===== config.mk =====
export PLATFORM = sky130hd
export DESIGN_NAME = x_result_writer
export DESIGN_NICKNAME = d
export VERILOG_FILES = /design/src/rtl/gsim_pkg.sv /design/src/rtl/x_fifo.sv /design/src/rtl/x_result_writer.sv
export SDC_FILE = /design/constraint.sdc
export NUM_CORES = 1
export LEC_CHECK = 0
export ABC_AREA = 1
export CAP_MARGIN = 20
export CELL_PAD_IN_SITES_DETAIL_PLACEMENT = 1
export CELL_PAD_IN_SITES_GLOBAL_PLACEMENT = 1
export CORE_MARGIN = 5
export CORE_UTILIZATION = 35
export CTS_BUF_LIST = sky130_fd_sc_hd__clkbuf_4 sky130_fd_sc_hd__clkbuf_8
export CTS_CLUSTER_DIAMETER = 40
export DETAILED_ROUTE_END_ITERATION = 6
export PLACE_DENSITY_LB_ADDON = 0.05
export SLEW_MARGIN = 0
export SYNTH_ARGS = -nofsm -noshare
export SYNTH_HDL_FRONTEND = slang
export SYNTH_SLANG_ARGS = --single-unit

===== constraint.sdc =====
create_clock -name i_clk -period 3.68 [get_ports i_clk]
set_clock_uncertainty 0.15 [all_clocks]
set_input_delay 0.92 -clock i_clk [delete_from_list [all_inputs] [get_ports i_clk]]
set_output_delay 0.92 -clock i_clk [all_outputs]
set_load 0.01 [all_outputs]

===== src/rtl/gsim_pkg.sv =====
// Shared widths, FIFO depth default, state encoding and the buffered word layout
// for the solver result writer.
package gsim_pkg;

    localparam int X_ADDR_W       = 9;
    localparam int X_DATA_W       = 32;
    localparam int MAT_W          = 5;
    localparam int COL_W          = 4;
    localparam int FIFO_DEPTH_DEF = 8;
    localparam int X_WORD_W       = X_ADDR_W + X_DATA_W;

    typedef enum logic [1:0] {
        ST_IDLE = 2'd0,
        ST_RUN  = 2'd1,
        ST_DONE = 2'd2
    } wr_state_e;

    typedef struct packed {
        logic [X_ADDR_W-1:0] addr;
        logic [X_DATA_W-1:0] data;
    } x_word_t;

endpackage


===== src/rtl/x_fifo.sv =====
// Synchronous FIFO with flush and a registered head word; full/empty come from
// read/write pointers carrying one extra wrap bit.
module x_fifo #(
    parameter int DEPTH = 8,
    parameter int W     = 41
) (
    input  logic         i_clk,
    input  logic         i_rst_n,
    input  logic         i_push,
    input  logic         i_pop,
    input  logic         i_flush,
    input  logic [W-1:0] i_din,
    output logic         o_full,
    output logic         o_empty,
    output logic [W-1:0] o_head
);

    localparam int AW = $clog2(DEPTH);

    logic [AW:0]  wr_ptr_q, wr_ptr_d;
    logic [AW:0]  rd_ptr_q, rd_ptr_d;
    logic [W-1:0] mem_q [DEPTH];
    logic [W-1:0] mem_d [DEPTH];
    logic [W-1:0] head_q, head_d;

    // The head register is loaded from the post-update memory image, so a word
    // written into an empty FIFO is visible on the very next cycle.
    always_comb begin
        mem_d    = mem_q;
        wr_ptr_d = wr_ptr_q;
        rd_ptr_d = rd_ptr_q;
        head_d   = head_q;
        if (i_flush) begin
            wr_ptr_d = '0;
            rd_ptr_d = '0;
            head_d   = '0;
        end else begin
            if (i_push) begin
                mem_d[wr_ptr_q[AW-1:0]] = i_din;
                wr_ptr_d                = wr_ptr_q + (AW+1)'(1);
            end
            if (i_pop) begin
                rd_ptr_d = rd_ptr_q + (AW+1)'(1);
            end
            head_d = mem_d[rd_ptr_d[AW-1:0]];
        end
    end

    always_ff @(posedge i_clk or negedge i_rst_n) begin
        if (!i_rst_n) begin
            wr_ptr_q <= '0;
            rd_ptr_q <= '0;
            head_q   <= '0;
            for (int i = 0; i < DEPTH; i++) begin
                mem_q[i] <= '0;
            end
        end else begin
            wr_ptr_q <= wr_ptr_d;
            rd_ptr_q <= rd_ptr_d;
            head_q   <= head_d;
            mem_q    <= mem_d;
        end
    end

    assign o_empty = (wr_ptr_q == rd_ptr_q);
    assign o_full  = (wr_ptr_q[AW] != rd_ptr_q[AW]) &&
                     (wr_ptr_q[AW-1:0] == rd_ptr_q[AW-1:0]);
    assign o_head  = head_q;

endmodule


===== src/rtl/x_result_writer.sv =====
// Buffers solver x results and drains them to result memory, tracking matrix
// completion, sticky overflow and address-sequence errors.
module x_result_writer
    import gsim_pkg::*;
#(
    parameter int FIFO_DEPTH = FIFO_DEPTH_DEF
) (
    input  logic                i_clk,
    input  logic                i_rst_n,
    input  logic                i_module_en,
    input  logic [MAT_W-1:0]    i_matrix_num,
    input  logic                i_x_wen,
    input  logic [X_ADDR_W-1:0] i_x_addr,
    input  logic [X_DATA_W-1:0] i_x_data,
    output logic                o_wr_req,
    output logic [X_ADDR_W-1:0] o_wr_addr,
    output logic [X_DATA_W-1:0] o_wr_data,
    input  logic                i_wr_ack,
    output logic                o_mat_done,
    output logic [MAT_W-1:0]    o_mat_idx,
    output logic                o_all_done,
    output logic                o_overflow,
    output logic                o_seq_err
);

    wr_state_e           state_q, state_d;
    logic                seen_low_q, seen_low_d;
    logic [X_ADDR_W-1:0] exp_addr_q, exp_addr_d;
    logic [COL_W-1:0]    col_q, col_d;
    logic [MAT_W-1:0]    mat_q, mat_d;
    logic                mat_done_q, mat_done_d;
    logic [MAT_W-1:0]    mat_idx_q, mat_idx_d;
    logic                all_done_q, all_done_d;
    logic                overflow_q, overflow_d;
    logic                seq_err_q, seq_err_d;

    logic    running, start, wr_req, push, pop, drop, flush;
    logic    fifo_full, fifo_empty;
    x_word_t push_word, head_word;

    // A job only starts after enable has been seen low, so a reset released
    // with enable still high does not resume the interrupted job.
    always_comb begin
        running        = (state_q == ST_RUN) && i_module_en;
        start          = (state_q == ST_IDLE) && i_module_en && seen_low_q;
        wr_req         = (state_q == ST_RUN) && !fifo_empty;
        pop            = wr_req && i_wr_ack;
        push           = running && i_x_wen && (!fifo_full || pop);
        drop           = running && i_x_wen && fifo_full && !pop;
        flush          = !i_module_en;
        push_word.addr = i_x_addr;
        push_word.data = i_x_data;
    end

    always_comb begin
        state_d    = state_q;
        seen_low_d = seen_low_q | ~i_module_en;
        exp_addr_d = exp_addr_q;
        col_d      = col_q;
        mat_d      = mat_q;
        mat_done_d = 1'b0;
        mat_idx_d  = '0;
        overflow_d = overflow_q;
        seq_err_d  = seq_err_q;

        case (state_q)
            ST_IDLE: begin
                if (start) begin
                    state_d    = ST_RUN;
                    exp_addr_d = '0;
                    col_d      = '0;
                    mat_d      = '0;
                    overflow_d = 1'b0;
                    seq_err_d  = 1'b0;
                end
            end
            ST_RUN: begin
                if ((mat_q == i_matrix_num) && fifo_empty) begin
                    state_d = ST_DONE;
                end
            end
            ST_DONE: ;
            default: state_d = ST_IDLE;
        endcase

        if (running) begin
            if (push) begin
                exp_addr_d = exp_addr_q + X_ADDR_W'(1);
                if (i_x_addr != exp_addr_q) begin
                    seq_err_d = 1'b1;
                end
            end
            if (drop) begin
                overflow_d = 1'b1;
            end
            if (pop) begin
                col_d = col_q + COL_W'(1);
                if (col_q == {COL_W{1'b1}}) begin
                    mat_done_d = 1'b1;
                    mat_idx_d  = mat_q;
                    mat_d      = mat_q + MAT_W'(1);
                end
            end
        end

        // Enable low aborts from any state; sticky flags survive until the next start.
        if (!i_module_en) begin
            state_d    = ST_IDLE;
            exp_addr_d = '0;
            col_d      = '0;
            mat_d      = '0;
        end

        all_done_d = (state_d == ST_DONE);
    end

    always_ff @(posedge i_clk or negedge i_rst_n) begin
        if (!i_rst_n) begin
            state_q    <= ST_IDLE;
            seen_low_q <= 1'b0;
            exp_addr_q <= '0;
            col_q      <= '0;
            mat_q      <= '0;
            mat_done_q <= 1'b0;
            mat_idx_q  <= '0;
            all_done_q <= 1'b0;
            overflow_q <= 1'b0;
            seq_err_q  <= 1'b0;
        end else begin
            state_q    <= state_d;
            seen_low_q <= seen_low_d;
            exp_addr_q <= exp_addr_d;
            col_q      <= col_d;
            mat_q      <= mat_d;
            mat_done_q <= mat_done_d;
            mat_idx_q  <= mat_idx_d;
            all_done_q <= all_done_d;
            overflow_q <= overflow_d;
            seq_err_q  <= seq_err_d;
        end
    end

    x_fifo #(
        .DEPTH (FIFO_DEPTH),
        .W     (X_WORD_W)
    ) u_fifo (
        .i_clk   (i_clk),
        .i_rst_n (i_rst_n),
        .i_push  (push),
        .i_pop   (pop),
        .i_flush (flush),
        .i_din   (push_word),
        .o_full  (fifo_full),
        .o_empty (fifo_empty),
        .o_head  (head_word)
    );

    assign o_wr_req   = wr_req;
    assign o_wr_addr  = head_word.addr;
    assign o_wr_data  = head_word.data;
    assign o_mat_done = mat_done_q;
    assign o_mat_idx  = mat_idx_q;
    assign o_all_done = all_done_q;
    assign o_overflow = overflow_q;
    assign o_seq_err  = seq_err_q;

endmodule


==> metrics.txt, run 1 <==
Slew Limit Fails 0; main area contributors after synthesis dfrtp_1 (41%), nand3_1 (19%), nand2_1 (14%); Setup crit end kind output port; peak supply drop 0.378 mV; CP required 2.61 ns; min-delay worst type primary input to async pin; placer congestion estimate 0.756; Core Area 70000 um2; Mean Syn Cell Area 6.81 um2; Clock Pin Slew Worst Setup and Hold Paths 0.06 ns; largest net degree at the start of global routing 84; hold_buf cts 0; Die Area 76000 um2; maximum fanout along the worst path 7; Slew Limit Headroom 25.6%; Fin. Hold Viols 0; reg2reg start u_fifo.wr_ptr_q[1]; number of H-tree levels 3; first-pass GRT wire length 144 mm; Place WS 0.289 ns; fin area 29600 um2; Vias 24.6k; WHS 0.0385 ns; RSZ-0062 raised after global routing no; crit-path leading delay family buffers and inverters; wire per inst 19.0 um; number of flops mapped to enable cells by yosys 0; FMAX 286 MHz; post-synthesis cell type count 38; first drt pass iteration count 7; cell mode on critical path nand2_1; Clock Tree Buf Depth 3; Area Overhead vs Synth 19.8%; Critical-path top delay cell dfrtp_1; Remaining DRCs 0; LEAKAGE 14.7 nW; placed cell areas 27000 um2; CP Buf/Inv Count 3; Synth area leader dfrtp_1; CTS tree built; Detailed Place HPWL 53.2 mm; initial antenna violation count 3; Routed Antenna Nets 0; Setup WS post-layout 0.179 ns; Root Buffer clkbuf_8; first-iteration detailed-routing DRC count 1230; Critical Path Start Type flip-flop; floorplan die width 276 um; GRT Total Usage 23.4%; NumNets Final 3728; Mapped Area 24700 um2; vias in the first global route 26.6k; critical path data arrival time 2.43 ns; Routed WL 89.2 mm; max_cap viols 0; CP Cell Sequence inv_2 -> nand2_1 -> nand2_1 -> nor2_2 -> nand2_2 -> inv_1 -> nor2_1 -> clkdlybuf4s50_1; Synth Net Count 3684; Die Y 276 um; sequential-to-total area share from yosys stat 41.2%; CTS buffer count 105; Yosys warning count 0; I/O pins 102; Critical Path Source u_fifo.wr_ptr_q[1]; top cell type's share of synthesized area 41.2%; port buffer count 101; most frequent cell after synthesis nand3_1; Sink Count 407; outcome complete, no violations; top post-synthesis cells by count nand3_1 (915), nand2_1 (908), inv_1 (524), dfrtp_1 (407), o21ai_0 (336); Async S/R FF share, synth 100%; Syn Inst Count 3628; Slowest Stage Delay on Critical Path 0.57 ns; DR vias/cell 5.24; Worst-Margin Slew 1.12 ns; Synth Flop Type dfrtp_1; fill count 8813; share of layout cells above drive strength 1 8.27%; Clock Latency Late Sink 0.69 ns; starting density of the core 35.3%; Crit Path Class flip-flop to output port; post-route setup TNS 0 ns; final setup fails 0; Power Dens Cells 683 nW/um2; final worst-path cycle share 95.1%; # rows 97; Congestion Overflow GR 0; Synth Register Bits 407; min Tclk post-route 3.50 ns
## final cells by class
| type | count | area [um2] | share of cell area [%] |
|---|---|---|---|
| Sequential cell | 407 | 10200 | 34.4 |
| Tap cell | 940 | 1180 | 3.97 |
| Timing Repair Buffer | 188 | 2090 | 7.08 |
| Inverter | 532 | 2010 | 6.80 |
| Antenna cell | 3 | 7.51 | 0.0254 |
| Clock buffer | 140 | 1850 | 6.26 |
| Multi-Input combinational cell | 2438 | 11500 | 38.9 |
| Clock inverter | 55 | 751 | 2.54 |
## repair_timing
action | in CTS | in global routing
setup endpoints to repair | 1 | 1
gates cloned | 0 | 0
buffers inserted | 0 | 4
resized for setup | 1 | 0
## registers in the layout (all words and copies together), names as in the netlist
register         cells
col_q                4
exp_addr_q           9
mat_q                5
o_all_done           1
o_mat_done           1
o_mat_idx            5
o_overflow           1
o_seq_err            1
seen_low_q           1
state_q              2
u_fifo.mem_q       328
u_fifo.o_head       41
u_fifo.rd_ptr_q      4
u_fifo.wr_ptr_q      4
## power by group
group          leakage, nW  switching (mW)  internal [mW]
Sequential            4.28           0.457           5.94
Combinational         9.12            4.31           2.52
Clock                 1.33            2.51           4.49
Total                 14.7            7.27           13.0
## routing by layer
metal	track usage (%)	routed length, um
met5	0	0
met4	7.73	2690
met3	3.24	2810
met2	41.8	44100
met1	29.3	39600
## kinds of logic after synthesis
group / Yosys count / share of synthesized area, %
simple gates: 2046 / 37.6
flops: 407 / 41.2
buf+inv: 783 / 12.6
fa+ha+maj: 5 / 0.253
compound gates: 370 / 7.68
xor+xnor: 17 / 0.602
## through the flow
stage | total power [mW] | util, % | cells
final | 20.2 | 42.3 | 4703
after global routing | 21.9 | 42.3 | 4702
after CTS | 20.5 | 42.2 | 4696
after detailed placement | 13.3 | 38.5 | 4501
after global placement | 12.9 | 38.5 | 4501
after floorplan | 11.1 | - | 3628
## worst paths after layout
kind / slack [ns] / to / cells after the start
worst max-delay path: 0.18 / o_wr_req / 8
worst min-delay path: 0.04 / u_fifo.mem_q[253] / 1
worst max register to register: 0.84 / u_fifo.o_head[23] / 10
worst min register to register: 0.32 / seen_low_q / 1
max in group asynchronous: 2.40 / u_fifo.mem_q[65] / 3
min in group i_clk: 0.32 / seen_low_q / 1
## layout by cell type, fill, tap and decap left out, types with 4 or more instances in the layout
cell type and instances:
inv_1 523, clkinvlp_4 11, clkbuf_4 12, clkdlybuf4s50_1 100, xor2_1 13, o21ai_0 336
inv_2 5, clkinv_2 21, buf_4 53, nand3_1 913, buf_12 34, ha_1 5
inv_6 4, a21oi_1 18, nor3_1 4, nand2_1 902, nand2_4 6, clkbuf_8 128
xnor2_1 4, nor2_1 39, dfrtp_1 406, a211oi_1 4, and2_1 164, bufinv_16 17
Power figures use the tool's default switching activity.
==> run 2, diff against run 1 <==
- SKIP_CTS_REPAIR_TIMING: default -> 1
==> results of run 2 <==
Final layout, timing and power as in run 1 (identical DEF).
==> run 3, diff against run 2 <==
- TNS_END_PERCENT: default -> 20
==> results of run 3 <==
Final layout, timing and power as in run 1 (identical DEF).
